## src/rtl/edf_deq_sched.sv

```systemverilog
// EDF dequeue scheduler: pops the prio_fifo head, checks its absolute deadline against a
// free-running time base and forwards it downstream. Optional: EDF_DROP_EXPIRED_EN drops/counts expired entries.
module edf_deq_sched #(
  parameter int DW       = 16,
  parameter int TICK_DIV = 10,
  parameter int FIFO_LAT = 2
) (
  input  logic          clk,
  input  logic          rst,
  input  logic          fifo_valid,
  input  logic [DW-1:0] fifo_dout,
  output logic          fifo_re,
  output logic          out_valid,
  output logic [DW-1:0] out_data,
  output logic          out_late,
  input  logic          out_ready,
  output logic [DW-1:0] now,
  output logic [15:0]   drop_cnt,
  output logic [2:0]    dbg_state
);
  // Output handshake: a transfer happens on a rising edge where out_valid && out_ready;
  // out_valid/out_data/out_late stay stable until then, and out_ready alone does nothing.
  localparam int DIVW = (TICK_DIV > 1) ? $clog2(TICK_DIV) : 1;
  localparam int WW   = (FIFO_LAT > 1) ? $clog2(FIFO_LAT) : 1;
  localparam logic [DIVW-1:0] DIV_LAST  = DIVW'(TICK_DIV - 1);
  localparam logic [WW-1:0]   WAIT_LAST = WW'(FIFO_LAT - 1);

  typedef enum logic [2:0] {
    S_IDLE  = 3'd0,
    S_POP   = 3'd1,
    S_WAIT  = 3'd2,
    S_CHECK = 3'd3,
    S_SEND  = 3'd4
  } state_t;

  state_t          state_q;
  logic [DIVW-1:0] div_q, div_d;
  logic [DW-1:0]   now_q, now_d;
  logic [DW-1:0]   diff;
  logic            late_now;
  logic [DW-1:0]   hold_q;
  logic            late_q;
  logic [WW-1:0]   wait_q;
  logic            fifo_re_q;
  logic            out_valid_q;
  logic [DW-1:0]   out_data_q;
  logic            out_late_q;
`ifdef EDF_DROP_EXPIRED_EN
  logic [15:0]     drop_q;
`endif

  always_comb begin
    div_d = div_q + DIVW'(1);
    now_d = now_q;
    if (div_q == DIV_LAST) begin
      div_d = '0;
      now_d = now_q + DW'(1);
    end
  end

  always_ff @(posedge clk) begin
    if (rst) begin
      div_q <= '0;
      now_q <= '0;
    end else begin
      div_q <= div_d;
      now_q <= now_d;
    end
  end

  // Wrap-safe: the head is late when (now - head) is strictly positive as a signed DW-bit value.
  assign diff     = now_q - fifo_dout;
  assign late_now = !diff[DW-1] && (diff != '0);

  always_ff @(posedge clk) begin
    if (rst) begin
      state_q     <= S_IDLE;
      hold_q      <= '0;
      late_q      <= 1'b0;
      wait_q      <= '0;
      fifo_re_q   <= 1'b0;
      out_valid_q <= 1'b0;
      out_data_q  <= '0;
      out_late_q  <= 1'b0;
`ifdef EDF_DROP_EXPIRED_EN
      drop_q      <= '0;
`endif
    end else begin
      unique case (state_q)
        S_IDLE: begin
          if (fifo_valid && !out_valid_q) begin
            fifo_re_q <= 1'b1;
            state_q   <= S_POP;
          end
        end
        S_POP: begin
          fifo_re_q <= 1'b0;
          hold_q    <= fifo_dout;
          late_q    <= late_now;
          wait_q    <= '0;
          state_q   <= S_WAIT;
        end
        S_WAIT: begin
          // Sit out the FIFO's head-update latency so fifo_valid is never resampled stale.
          if (wait_q == WAIT_LAST) state_q <= S_CHECK;
          else wait_q <= wait_q + WW'(1);
        end
        S_CHECK: begin
`ifdef EDF_DROP_EXPIRED_EN
          if (late_q) begin
            if (drop_q != 16'hFFFF) drop_q <= drop_q + 16'd1;
            state_q <= S_IDLE;
          end else begin
            out_valid_q <= 1'b1;
            out_data_q  <= hold_q;
            out_late_q  <= 1'b0;
            state_q     <= S_SEND;
          end
`else
          out_valid_q <= 1'b1;
          out_data_q  <= hold_q;
          out_late_q  <= late_q;
          state_q     <= S_SEND;
`endif
        end
        S_SEND: begin
          if (out_ready) begin
            out_valid_q <= 1'b0;
            state_q     <= S_IDLE;
          end
        end
        default: state_q <= S_IDLE;
      endcase
    end
  end

  assign fifo_re   = fifo_re_q;
  assign out_valid = out_valid_q;
  assign out_data  = out_data_q;
  assign out_late  = out_late_q;
  assign now       = now_q;
  assign dbg_state = state_q;
`ifdef EDF_DROP_EXPIRED_EN
  assign drop_cnt  = drop_q;
`else
  assign drop_cnt  = 16'd0;
`endif

endmodule

```

## config.mk

```make
export PLATFORM = sky130hd
export DESIGN_NAME = edf_deq_sched
export DESIGN_NICKNAME = d
export VERILOG_FILES = /design/src/rtl/edf_deq_sched.sv
export SDC_FILE = /design/constraint.sdc
export NUM_CORES = 1
export LEC_CHECK = 0
export CORE_ASPECT_RATIO = 0.9
export CORE_UTILIZATION = 50
export CTS_CLUSTER_DIAMETER = 120
export DETAILED_ROUTE_END_ITERATION = 16
export PLACE_DENSITY_LB_ADDON = 0.2
export SETUP_SLACK_MARGIN = 0.5
export SLEW_MARGIN = 20
export SYNTH_ARGS = -nofsm -noshare
export SYNTH_HDL_FRONTEND = slang
export SYNTH_SLANG_ARGS = --single-unit
```

## constraint.sdc

```tcl
create_clock -name clk -period 2.99 [get_ports clk]
set_input_delay 0.598 -clock clk [delete_from_list [all_inputs] [get_ports clk]]
set_output_delay 0.598 -clock clk [all_outputs]
set_load 0.005 [all_outputs]
```

# Word-level counts from Yosys, hierarchy flattened

Cells that the tools add are included.

Add/subtract/negate cells: 4
Equality and inequality tests: 8
Muxes and demuxes: 10
Reductions and logical operators: 13

Operators by type and width:

| kind                                                 | count |
|---|---|
| adder 16 x 1 -> 16 bit (second input constant)       | 1 |
| nonzero test 16 bit                                  | 1 |
| subtractor 16 bit                                    | 1 |
| one-hot mux 3 bit (5 select lines)                   | 1 |
| 2-to-1 mux 3 bit                                     | 3 |
| equality test 3 x 2 -> 1 bit (second input constant) | 2 |
| != test 2 bit (second input constant)                | 3 |
| one-hot mux 1 bit (2 select lines)                   | 3 |
| nonzero test 2 bit                                   | 3 |
| adder 4 x 1 -> 4 bit (second input constant)         | 1 |
| equality test 4 bit (second input constant)          | 1 |
| AND reduction 2 bit                                  | 2 |
| equality test 3 x 1 -> 1 bit (second input constant) | 1 |
| equality test 3 bit (second input constant)          | 1 |
| logical NOT 3 bit                                    | 1 |
| 2-to-1 mux 1 bit                                     | 3 |
| AND reduction 3 bit                                  | 1 |
| logical AND 1 bit                                    | 2 |
| logical NOT 1 bit                                    | 2 |
| OR reduction 2 bit                                   | 1 |
| adder 1 bit (second input constant)                  | 1 |

Flip-flop bits (word level): 60
Bits of input ports: 20
Output and inout bits: 54
Word-level logic and storage cells: 45

# Logic depth before layout (Yosys ltp)

Gate-level depths: netlist of run 1.

Word-level depth: 4
Depth in mapped cells: 10
Depth with buffers taken out: 10

# Least setup slack after synthesis of run 1

OpenSTA, ideal clock, no wires.

Kind: input -> register
From: input port fifo_dout[7]
To: register late_q
Setup time: 0.127 ns
Data arrival time: 2.359 ns
Required time: 2.863 ns
Setup slack: 0.505 ns
Cell stages on the path: 9
Path buffers: 0
Path through: inv_1 -> ha_1 -> a211o_1 -> o221a_1 -> o31ai_2 -> nor4b_2 -> o311ai_1 -> nor4_1 -> a31oi_1

Word-level cells in the longest chain between the ends: 3
Elaborated cells between the ends (all ways): 4
Classes of those cells: 1 x add/sub; 3 x reduce/logical

RTL lines:

| element                                                  | RTL line | source |
|---|---|---|
| start: declaration                                       | 11       | `input logic [DW-1:0] fifo_dout,` |
| subtractor 16 bit (*)                                    | 72       | `assign diff = now_q - fifo_dout;` |
| nonzero test 16 bit or logical NOT 1 bit (tied branches) | 73       | `assign late_now = !diff[DW-1] && (diff != '0);` |
| logical AND 1 bit (*)                                    | 73       |  |
| end signal: assignment                                   | 99       | `late_q <= late_now;` |
| end: declaration                                         | 42       | `logic late_q;` |

Mark *: on every way between the ends. The rest lies on a longest branch, timed or not.
A chain may end at the register's enable or synchronous reset.

# Worst setup path after layout of run 1

From: input port fifo_dout[0]
To: register late_q

Same word-level chain as after synthesis.

==> reports/qor.yml, run 1 <==
run_status:
  status: "finished clean"
clock_tree:
  cts_sinks: 60
  clk_path_buf_depth: 2
  cts_root_buf: "clkbuf_8"
  insertion_delay_ps: 350
  htreeDepth: 3
  clkTransAtPathRegs_ps: 70
  postCtsHoldBufs: 0
  cts_made_buffers: 9
  cts_tree: "built"
yosys:
  yosysTopAreaCell: "dfxtp_1"
  synth_seq_area_share: 0.360
  syn_avg_cell_area_sq_um: 7.66
  synthDistinctLibCells: 54
  synth-seq-cells: 60
  yosys_warnings: 0
  ys.flop_type: "dfxtp_1"
  synth_top_cell_area_share: 0.360
  ys_async_sr_fraction: 0
  synth-edff-count: 0
  synth.top_cells.by_count: "86 x nand2_1, 60 x dfxtp_1, 54 x a21oi_1, 37 x nor2_1, 24 x inv_1"
  syn_area_sq_um: 3340
  syn_inst: 436
  synth.most_common_cell: "nand2_1"
  ys_top_cells_by_area: "dfxtp_1 36%, nand2_1 9.7%, a21oi_1 8.1%"
critical_path:
  crit_chain: "clkdlybuf4s15_1 > ha_2 > fa_2 > nand2b_4 > a21oi_2 > buf_4 > o31ai_4 > buf_6 > o21ai_4 > o311ai_2 > nor4_2 > a31oi_1"
  path_class: "in2reg"
  cpMaxStageDelayCell: "fa_2"
  critPathMaxFanout: 3
  cp_top_family: "compound AO/OA/AOI/OAI gates"
  slowest_delay_ps: 350
  arrival_ps: 2630
  worstPathRequired_ps: 3220
  cp-start-kind: "primary input"
  path_buf_inv: 3
  crit_path_end_kind: "flip-flop"
detailed_routing:
  dr_wl_met3_um: 521
  via_per_inst: 5.39
  drcViolationCount: 0
  route.met2.wl_mm: 4.54
  maxUsedRoutingLayer: "met4"
  drt-met1-wl_mm: 3.85
  drt-initial-drc-count: 227
  routed_wirelength_mm: 9.11
  wl_per_cell_um: 14.7
  dr.pass1.iters: 5
  drtAntennaViolNets: 0
  num_vias: 3331
floorplan:
  core-area_sq_um: 6280
  fp.dieH_um: 79.5
  initial_core_util: 0.532
  die_area_sq_um: 7010
  io_pins: 74
  rows: 27
  fp.dieW_um: 88.2
sta:
  hold_slack_ps: 448
  fmax_ghz: 0.417
  worstMarginPinSlew_ps: 777
  grt_setup_unrepaired: "no"
  drv_slew: 0
  fin_crit_ps: 2400
  setup-violations-final: 0
  max-slew-margin-rel: 0.480
  hold_viol: 0
  finalCritPeriodShare: 0.802
  skew_ps: 7.63
  setup_tns_ps: 0
  fin_ws_ps: 592
layout:
  multi_input_area_sq_um: 2180
  area_delta_synth_final_pct: 41.6
  diodes: 0
  nets: 565
  seqCellArea_sq_um: 1200
  num-fill-cells: 480
  drive_gt1_frac: 0.194
power_and_ir_drop:
  ir_worst_vdd_v: 0.000324
  pwr_density_cell_nw_per_um2: 427
  p_leak_nw: 1.90
placed_design:
  hpwl_mm: 6.17
  gp_congestion: 0.915
  port_buffers: 57
  dp_slack_ps: -208
grt:
  antenna_found_initial: 0
  grt_max_degree: 25
  grt_pass1_vias: 3108
  grt_usage: 0.268
  grt_pass1_wl_mm: 14.4
  gr-total-overflow: 0
min_path:
  hold_class: "reg2reg"
run:
  max_cap_violations: 0
## where the power goes
part	leakage [nW]	total [W]	switching, W	internal (W)
sequential	0.487	0.000850	0.0000247	0.000826
combinational	1.29	0.000250	0.000134	0.000116
clock	0.122	0.000918	0.000342	0.000576
## tightest hold or removal path: cells and delay by family (launching register included)
kind | cells | cell delay [ps]
compound gates | 1 | 50
simple gates | 1 | 50
flops | 1 | 310
## state kept, by name, indices dropped and copies added (netlist names)
name,flops
fifo_re,1
wait_q,1
now,16
div_q,4
hold_q,16
out_data,16
dbg_state,3
late_q,1
out_late,1
out_valid,1
## cell usage in the layout, fill, tap and decap left out, types with 3 or more instances in the layout
cell              n
conb_1           16
dfxtp_1          59
nor3_1           10
buf_6             3
ha_4              8
clkdlybuf4s15_1   3
buf_4            38
inv_1            22
ha_1              6
dlygate4sd2_1     6
ha_2              4
nand2_1          84
bufinv_16         3
a21oi_1          51
a211o_1           3
nand3_1           8
clkbuf_8         10
clkdlybuf4s50_1  45
a21oi_2           3
o21ai_0          11
xor2_1           13
o21a_1            3
xnor2_1          10
nand4_1           3
nor2_1           36
## cells by family after synthesis
group,Yosys count,synth area share
AO/OA/AOI/OAI,100,0.181
XOR/XNOR,23,0.0603
other,1,0.00112
adder cells (fa/ha/maj),19,0.0734
flip-flops,60,0.360
AND/OR/NAND/NOR,171,0.230
multiplexers,3,0.00936
buffers and inverters,59,0.0854
## routing by layer
metal / GRT usage / up-vias
li1: - / 1634
met1: 0.320 / 1563
met2: 0.465 / 117
met3: 0.0579 / 17
met4: 0.105 / 0
met5: 0 / -
## per-stage QoR
step	cells	instance area, sq um	utilization	total power (W)
after floorplan	451	3400	-	0.00101
after CTS	612	4550	0.725	0.00200
after detailed placement	586	4080	0.649	0.00108
after global placement	586	4080	0.649	0.00108
final	618	4730	0.753	0.00202
after global routing	618	4730	0.753	0.00209
## timing repair
action / in CTS / in global routing
pin swaps: 20 / 22
endpoints found under the hold margin: 0 / 0
endpoints found under the setup margin: 1 / 1
buffers inserted: 10 / 6
resized for setup: 42 / 27
## worst paths after layout
path                           start                   endpoint  slack [ps]  cells past startpoint
max                     fifo_dout[0]        late_q$_SDFFE_PP0P_         590                     12
min          hold_q[14]$_SDFFE_PP0P_  out_data[14]$_SDFFE_PP0P_         450                      2
max reg2reg      now[6]$_SDFFE_PP0P_        late_q$_SDFFE_PP0P_         650                      9
min reg2reg  hold_q[14]$_SDFFE_PP0P_  out_data[14]$_SDFFE_PP0P_         450                      2
## area by class of cell
cell class                 instances  area share
clock inverter                     6      0.0235
inverter                          24      0.0190
multi-input combinational        332       0.462
clock buffer                      10      0.0291
tap                               87      0.0230
sequential                        60       0.255
timing repair buffer              99       0.189
No activity file was read; power rests on OpenSTA's default activity.
==> run 2, diff against run 1 <==
- CORE_UTILIZATION: 50 -> 46
- clock period: 2.99 -> 2.2 ns (I/O delays scaled with it)
==> run 2 against run 1 <==
Compared with the run above:
- the flow now finishes with violations (setup timing)
- clock power is 23% higher
- combinational power is 55% higher
- first-iteration DRC count is 43% lower
- critical path depth is 2 lower
- die area is 8.5% higher
- cell area is 7.2% higher
- worst setup slack worse by 620 ps
- via count is 5.0% higher
- clock skew is 0.90 ps higher
- sequential power is 35% higher
- global-route usage is 0.28 points lower
- utilization is 3.3 points lower
- largest power group is now sequential cells
==> reports/qor.yml, run 2 (same netlist as run 1, synthesis figures left out) <==
detailed_routing:
  route.met2.wl_mm: 4.87  # was 4.54 mm
  maxUsedRoutingLayer: "met4"  # unchanged
  num_vias: 3497  # was 3331
  dr_wl_met3_um: 424  # was 521 um
  wl_per_cell_um: 14.5  # was 14.7 um
  drtAntennaViolNets: 0  # unchanged
  routed_wirelength_mm: 9.71  # was 9.11 mm
  drt-initial-drc-count: 129  # was 227
  via_per_inst: 5.24  # was 5.39
  dr.pass1.iters: 4  # was 5
  drcViolationCount: 0  # unchanged
  drt-met1-wl_mm: 4.22  # was 3.85 mm
power_and_ir_drop:
  pwr_density_cell_nw_per_um2: 524  # was 427 nW/um^2
  p_leak_nw: 2.20  # was 1.90 nW
  ir_worst_vdd_v: 0.000457  # was 0.000324 V
placed_design:
  port_buffers: 57  # unchanged
  hpwl_mm: 6.93  # was 6.17 mm
  place_area_sq_um: 4520  # was 4080 sq um
  gp_congestion: 0.895  # was 0.915
critical_path:
  crit_chain: "dlygate4sd2_1 > buf_4 > fa_2 > nand2b_4 > a21oi_4 > o31ai_4 > o21ai_1 > o311ai_2 > nor4_2 > a31oi_1"  # was clkdlybuf4s15_1 > ha_2 > fa_2 > nand2b_4 > a21oi_2 > buf_4 > o31ai_4 > buf_6 > o21ai_4 > o311ai_2 > nor4_2 > a31oi_1
  arrival_ps: 2430  # was 2630 ps
  slowest_delay_ps: 390  # was 350 ps
  crit_path_end_kind: "flip-flop"  # unchanged
  cpMaxStageDelayCell: "fa_2"  # unchanged
  cp-start-kind: "primary input"  # unchanged
  critPathMaxFanout: 3  # unchanged
  worstPathRequired_ps: 2400  # was 3220 ps
  path_class: "in2reg"  # unchanged
clock_tree:
  htreeDepth: 3  # unchanged
  clkTransAtPathRegs_ps: 70  # about the same
  cts_root_buf: "clkbuf_8"  # unchanged
  insertion_delay_ps: 330  # was 350 ps
  cts_tree: "built"  # unchanged
  cts_made_buffers: 9  # unchanged
  cts_sinks: 60  # unchanged
  clk_path_buf_depth: 2  # unchanged
  postCtsHoldBufs: 0  # unchanged
layout:
  area_delta_synth_final_pct: 51.8  # was 41.6%
  num-fill-cells: 594  # was 480
  nets: 609  # was 565
  seqCellArea_sq_um: 1230  # was 1200 sq um
  drive_gt1_frac: 0.303  # was 0.194
  stdcell_area_sq_um: 5070  # was 4730 sq um
  layout_commonest_cell: "nand2_1"  # unchanged
  layout_common_cells: "85 x nand2_1, 78 x buf_4, 53 x a21oi_1"  # was 84 x nand2_1, 59 x dfxtp_1, 51 x a21oi_1
  multi_input_area_sq_um: 2190  # was 2180 sq um
  diodes: 0  # unchanged
floorplan:
  fp.dieH_um: 82.8  # was 79.5 um
  rows: 29  # was 27
  die_area_sq_um: 7610  # was 7010 sq um
  initial_core_util: 0.475  # was 0.532
  fp.dieW_um: 91.8  # was 88.2 um
  core-area_sq_um: 7040  # was 6280 sq um
  io_pins: 74  # unchanged
sta:
  hold_viol: 0  # unchanged
  grt_setup_unrepaired: "yes"  # was no
  fin_crit_ps: 2230
  fin_ws_ps: -28.1  # was 592 ps
  drv_slew: 0  # unchanged
  finalCritPeriodShare: 1.01
  setup_tns_ps: -28.1  # was 0 ps
  setup-violations-final: 1  # was 0
  worstMarginPinSlew_ps: 569  # was 777 ps
  max-slew-margin-rel: 0.621  # was 0.480
  skew_ps: 8.53  # was 7.63 ps
  fmax_ghz: 0.449
run_status:
  status: "complete, but fails checks"  # was finished clean
  violations: "setup timing"
grt:
  antenna_found_initial: 0  # unchanged
  grt_usage: 0.265  # was 0.268
  grt_pass1_vias: 3505  # was 3108
  grt_pass1_wl_mm: 16.1  # was 14.4 mm
  gr-total-overflow: 0  # unchanged
  grt_max_degree: 33  # was 25
run:
  max_cap_violations: 0  # unchanged
min_path:
  hold_class: "in2reg"  # was reg2reg
-- run 2: cell count changes in the layout (fill, tap and decap cells not counted), sizes merged --
cell	before	now
buf	43	87
clkdlybuf4s50	45	29
dlygate4sd2	6	22
bufinv	3	2
clkbuf	11	12
clkdlybuf4s15	3	2
inv	24	25
-- run 2: timing repair --
action                                  in CTS  in global routing
pin swaps                                   25                 12
setup buffers                               10                  4
endpoints found under the setup margin      30                 11
resized for setup                           86                 18
gates cloned                                 0                  0
-- run 2: path summary, 6_finish.rpt --
| check | start | to | slack [ps] | cells after the start |
|---|---|---|---|---|
| worst max-delay path | fifo_dout[1] | late_q$_SDFFE_PP0P_ | -30 | 10 |
| worst min-delay path | fifo_dout[6] | hold_q[6]$_SDFFE_PP0P_ | 360 | 3 |
| worst max register to register | now[7]$_SDFFE_PP0P_ | late_q$_SDFFE_PP0P_ | -20 | 8 |
| worst min register to register | div_q[0]$_SDFF_PP0_ | div_q[0]$_SDFF_PP0_ | 440 | 1 |
-- run 2: area by class of cell --
cell class              count  share of cell area
repair buffers            143               0.241
clock inverters             6              0.0170
multi-input cells         332               0.431
clock buffers              10              0.0271
inverters                  24              0.0178
flip-flops and latches     60               0.243
well taps                  93              0.0229
-- run 2: power breakdown --
| group | switching (W) | internal, W | leakage (nW) |
|---|---|---|---|
| Sequential | 0.0000237 | 0.00112 | 0.497 |
| Clock | 0.000457 | 0.000669 | 0.113 |
| Combinational | 0.000201 | 0.000186 | 1.59 |
| Total | 0.000681 | 0.00198 | 2.20 |
-- run 2: critical path, delay by kind of cell --
family | cells | cell delay [ps]
compound gates | 5 | 800
simple gates | 2 | 410
buf+inv | 2 | 400
fa+ha+maj | 1 | 390
-- run 2: routing by layer --
| metal | up-vias | global-route usage |
|---|---|---|
| li1 | 1722 | - |
| met2 | 100 | 0.478 |
| met5 | - | 0 |
| met1 | 1659 | 0.312 |
| met3 | 16 | 0.0568 |
| met4 | 0 | 0.0838 |
-- run 2: per-stage QoR --
stage	cells	hold slack (ps)	utilization	setup WS (ps)	total power, W
3_5_place_dp	638	441	0.643	-640	0.00153
3_3_place_gp	638	438	0.643	-568	0.00152
4_1_cts	664	444	0.708	25.2	0.00267
6_report	668	357	0.721	-28.1	0.00266
5_1_grt	668	373	0.721	-115	0.00278
2_1_floorplan	451	432	-	65.9	0.00138
==> run 3, diff against run 2 <==
- CORE_UTILIZATION: 46 -> 40
==> run 3 against run 2 <==
Compared with the run above:
- the run ends with DRC left
- sequential share of layout area grew 0.45 points
- cell area decreased by 1.1%
- sequential cell count stayed put
- die area is 15% higher
- register-to-register slack better by 50 ps
- count of clock-buffer cells in the layout stayed put
- sequential power barely moved
- cell count down 0.90%
- via count shrank 4.6%
- clock power grew 9.7%
- largest power group is now clock
==> reports/qor.yml, run 3 (same netlist as run 1, synthesis figures left out) <==
sta:
  hold_viol: 0  # unchanged
  fmax_ghz: 0.460  # was 0.449 GHz
  max-slew-margin-rel: 0.651  # was 0.621
  hold_slack_ps: 348  # was 357 ps
  setup-violations-final: 0  # was 1
  finalCritPeriodShare: 0.988  # was 1.01
  fin_crit_ps: 2170  # was 2230 ps
  drv_slew: 0  # unchanged
  grt_setup_unrepaired: "yes"  # unchanged
  setup_tns_ps: 0  # was -28.1 ps
  skew_ps: 7.77  # was 8.53 ps
  worstMarginPinSlew_ps: 523  # was 569 ps
placed_design:
  port_buffers: 57  # unchanged
  hpwl_mm: 6.60  # was 6.93 mm
  gp_congestion: 0.992  # was 0.895
  dp.cells: 636  # was 638
  place_area_sq_um: 4470  # was 4520 sq um
power_and_ir_drop:
  p_switching_w: 0.000677  # was 0.000681 W
  combPwrFrac: 0.134  # was 0.146
  clkPwrFrac: 0.451  # was 0.423
  p_leak_nw: 2.18  # was 2.20 nW
  pwr_density_cell_nw_per_um2: 550  # was 524 nW/um^2
  ir_worst_vdd_v: 0.000353  # was 0.000457 V
  finalPower_w: 0.00276  # was 0.00266 W
  p_int_w: 0.00208  # was 0.00198 W
  power_frac_seq: 0.415  # was 0.431
  switching_share: 0.246  # was 0.256
layout:
  nets: 597  # was 609
  layout_common_cells: "86 x nand2_1, 68 x buf_4, 52 x a21oi_1"  # was 85 x nand2_1, 78 x buf_4, 53 x a21oi_1
  layout_commonest_cell: "nand2_1"  # unchanged
  drive_gt1_frac: 0.297  # was 0.303
  layout.cells.non_filler: 662  # was 668
  stdcell_area_sq_um: 5020  # was 5070 sq um
  area_delta_synth_final_pct: 50.1  # was 51.8%
  num-fill-cells: 710  # was 594
  diodes: 0  # unchanged
run_status:
  violations: "DRC"  # was setup timing
  status: "complete, but fails checks"  # unchanged
detailed_routing:
  drcViolationCount: 4  # was 0
  drt-initial-drc-count: 130  # was 129
  dr.pass1.iters: 12  # was 4
  wl_per_cell_um: 13.7  # was 14.5 um
  routed_wirelength_mm: 9.05  # was 9.71 mm
  num_vias: 3337  # was 3497
  drtAntennaViolNets: 0  # unchanged
  via_per_inst: 5.04  # was 5.24
clock_tree:
  cts_root_buf: "clkbuf_8"  # unchanged
  clk_path_buf_depth: 2  # unchanged
  postCtsHoldBufs: 0  # unchanged
  cts_made_buffers: 9  # unchanged
  htreeDepth: 3  # unchanged
  clkTransAtPathRegs_ps: 70  # about the same
  cts_sinks: 60  # unchanged
  cts_tree: "built"  # unchanged
  insertion_delay_ps: 350  # was 330 ps
grt:
  grt_pass1_wl_mm: 14.7  # was 16.1 mm
  grt_busiest_layer: "met2"  # unchanged
  grt_usage: 0.216  # was 0.265
  grt_pass1_vias: 3074  # was 3505
  gr-total-overflow: 0  # unchanged
  grt_use_met2: 0.357  # was 0.478
  grtUsageMet3: 0.0498  # was 0.0568
  met1_usage: 0.280  # was 0.312
  grt_max_degree: 36  # was 33
  antenna_found_initial: 0  # unchanged
critical_path:
  path_class: "in2reg"  # unchanged
  arrival_ps: 2410  # was 2430 ps
  crit_path_end_kind: "flip-flop"  # unchanged
  path_buf_inv: 2  # unchanged
  slowest_delay_ps: 320  # was 390 ps
  crit_chain: "clkdlybuf4s15_2 > inv_2 > ha_4 > a211o_1 > o221a_1 > o31ai_4 > mux2i_1 > o311ai_1 > nor4_2 > a31oi_1"  # was dlygate4sd2_1 > buf_4 > fa_2 > nand2b_4 > a21oi_4 > o31ai_4 > o21ai_1 > o311ai_2 > nor4_2 > a31oi_1
  cp-start-kind: "primary input"  # unchanged
  cpMaxStageDelayCell: "o221a_1"  # was fa_2
  cp_top_family: "compound AO/OA/AOI/OAI gates"  # unchanged
  worstPathRequired_ps: 2430  # was 2400 ps
  critPathMaxFanout: 3  # unchanged
floorplan:
  fp.dieH_um: 88.7  # was 82.8 um
  die_area_sq_um: 8720  # was 7610 sq um
  io_pins: 74  # unchanged
  initial_core_util: 0.414  # was 0.475
  rows: 31  # was 29
  core-area_sq_um: 8070  # was 7040 sq um
  fp.dieW_um: 98.3  # was 91.8 um
min_path:
  hold_class: "in2reg"  # unchanged
run:
  max_cap_violations: 0  # unchanged
run 3: metrics by stage:
step | utilization | setup slack (ps)
global route | 0.622 | -48.9
CTS | 0.612 | 57.8
finish | 0.622 | 25.8
global placement | 0.554 | -579
detailed placement | 0.554 | -651
floorplan | - | 65.9
run 3: final timing paths:
path | slack [ps] | to | cells past startpoint | from
worst max register to register | 30 | late_q$_SDFFE_PP0P_ | 8 | now[7]$_SDFFE_PP0P_
worst min-delay path | 350 | hold_q[6]$_SDFFE_PP0P_ | 3 | fifo_dout[6]
worst min register to register | 450 | out_data[3]$_SDFFE_PP0P_ | 2 | out_data[3]$_SDFFE_PP0P_
worst max-delay path | 30 | late_q$_SDFFE_PP0P_ | 10 | fifo_dout[7]
run 3: worst min-delay path, cell delays in order:
cell and delay, ps:
clkbuf_2 100, nand2_1 60, a21oi_1 50
run 3: final cells by class:
| cell class | instances | area (sq um) | share of cell area |
|---|---|---|---|
| well taps | 99 | 124 | 0.0247 |
| repair buffers | 131 | 1120 | 0.224 |
| flip-flops and latches | 60 | 1240 | 0.247 |
| clock inverters | 6 | 111 | 0.0222 |
| inverters | 24 | 90.1 | 0.0180 |
| multi-input cells | 332 | 2190 | 0.436 |
| clock buffers | 10 | 138 | 0.0274 |
run 3: power groups by stage:
stage | Combinational [W] | Clock (W) | Sequential [W]
3_5_place_dp | 0.000347 | 0 | 0.00117
6_report | 0.000370 | 0.00124 | 0.00114
5_1_grt | 0.000409 | 0.00132 | 0.00115
3_3_place_gp | 0.000342 | 0 | 0.00117
2_1_floorplan | 0.000215 | 0 | 0.00117
4_1_cts | 0.000362 | 0.00126 | 0.00114
run 3: layer usage:
metal | share of wire | up-vias | wire [um]
met2 | 0.46 | 85 | 4170
li1 | - | 1704 | -
met3 | 0.046 | 14 | 418
met4 | 0.015 | 0 | 138
met1 | 0.48 | 1534 | 4320
met5 | 0 | - | 0
run 3: repair_timing:
| item | CTS | global route |
|---|---|---|
| setup endpoints to repair | 28 | 14 |
| resized for setup | 94 | 18 |
| gates cloned | 0 | 0 |
| pin swaps | 26 | 7 |
| buffers inserted | 7 | 3 |
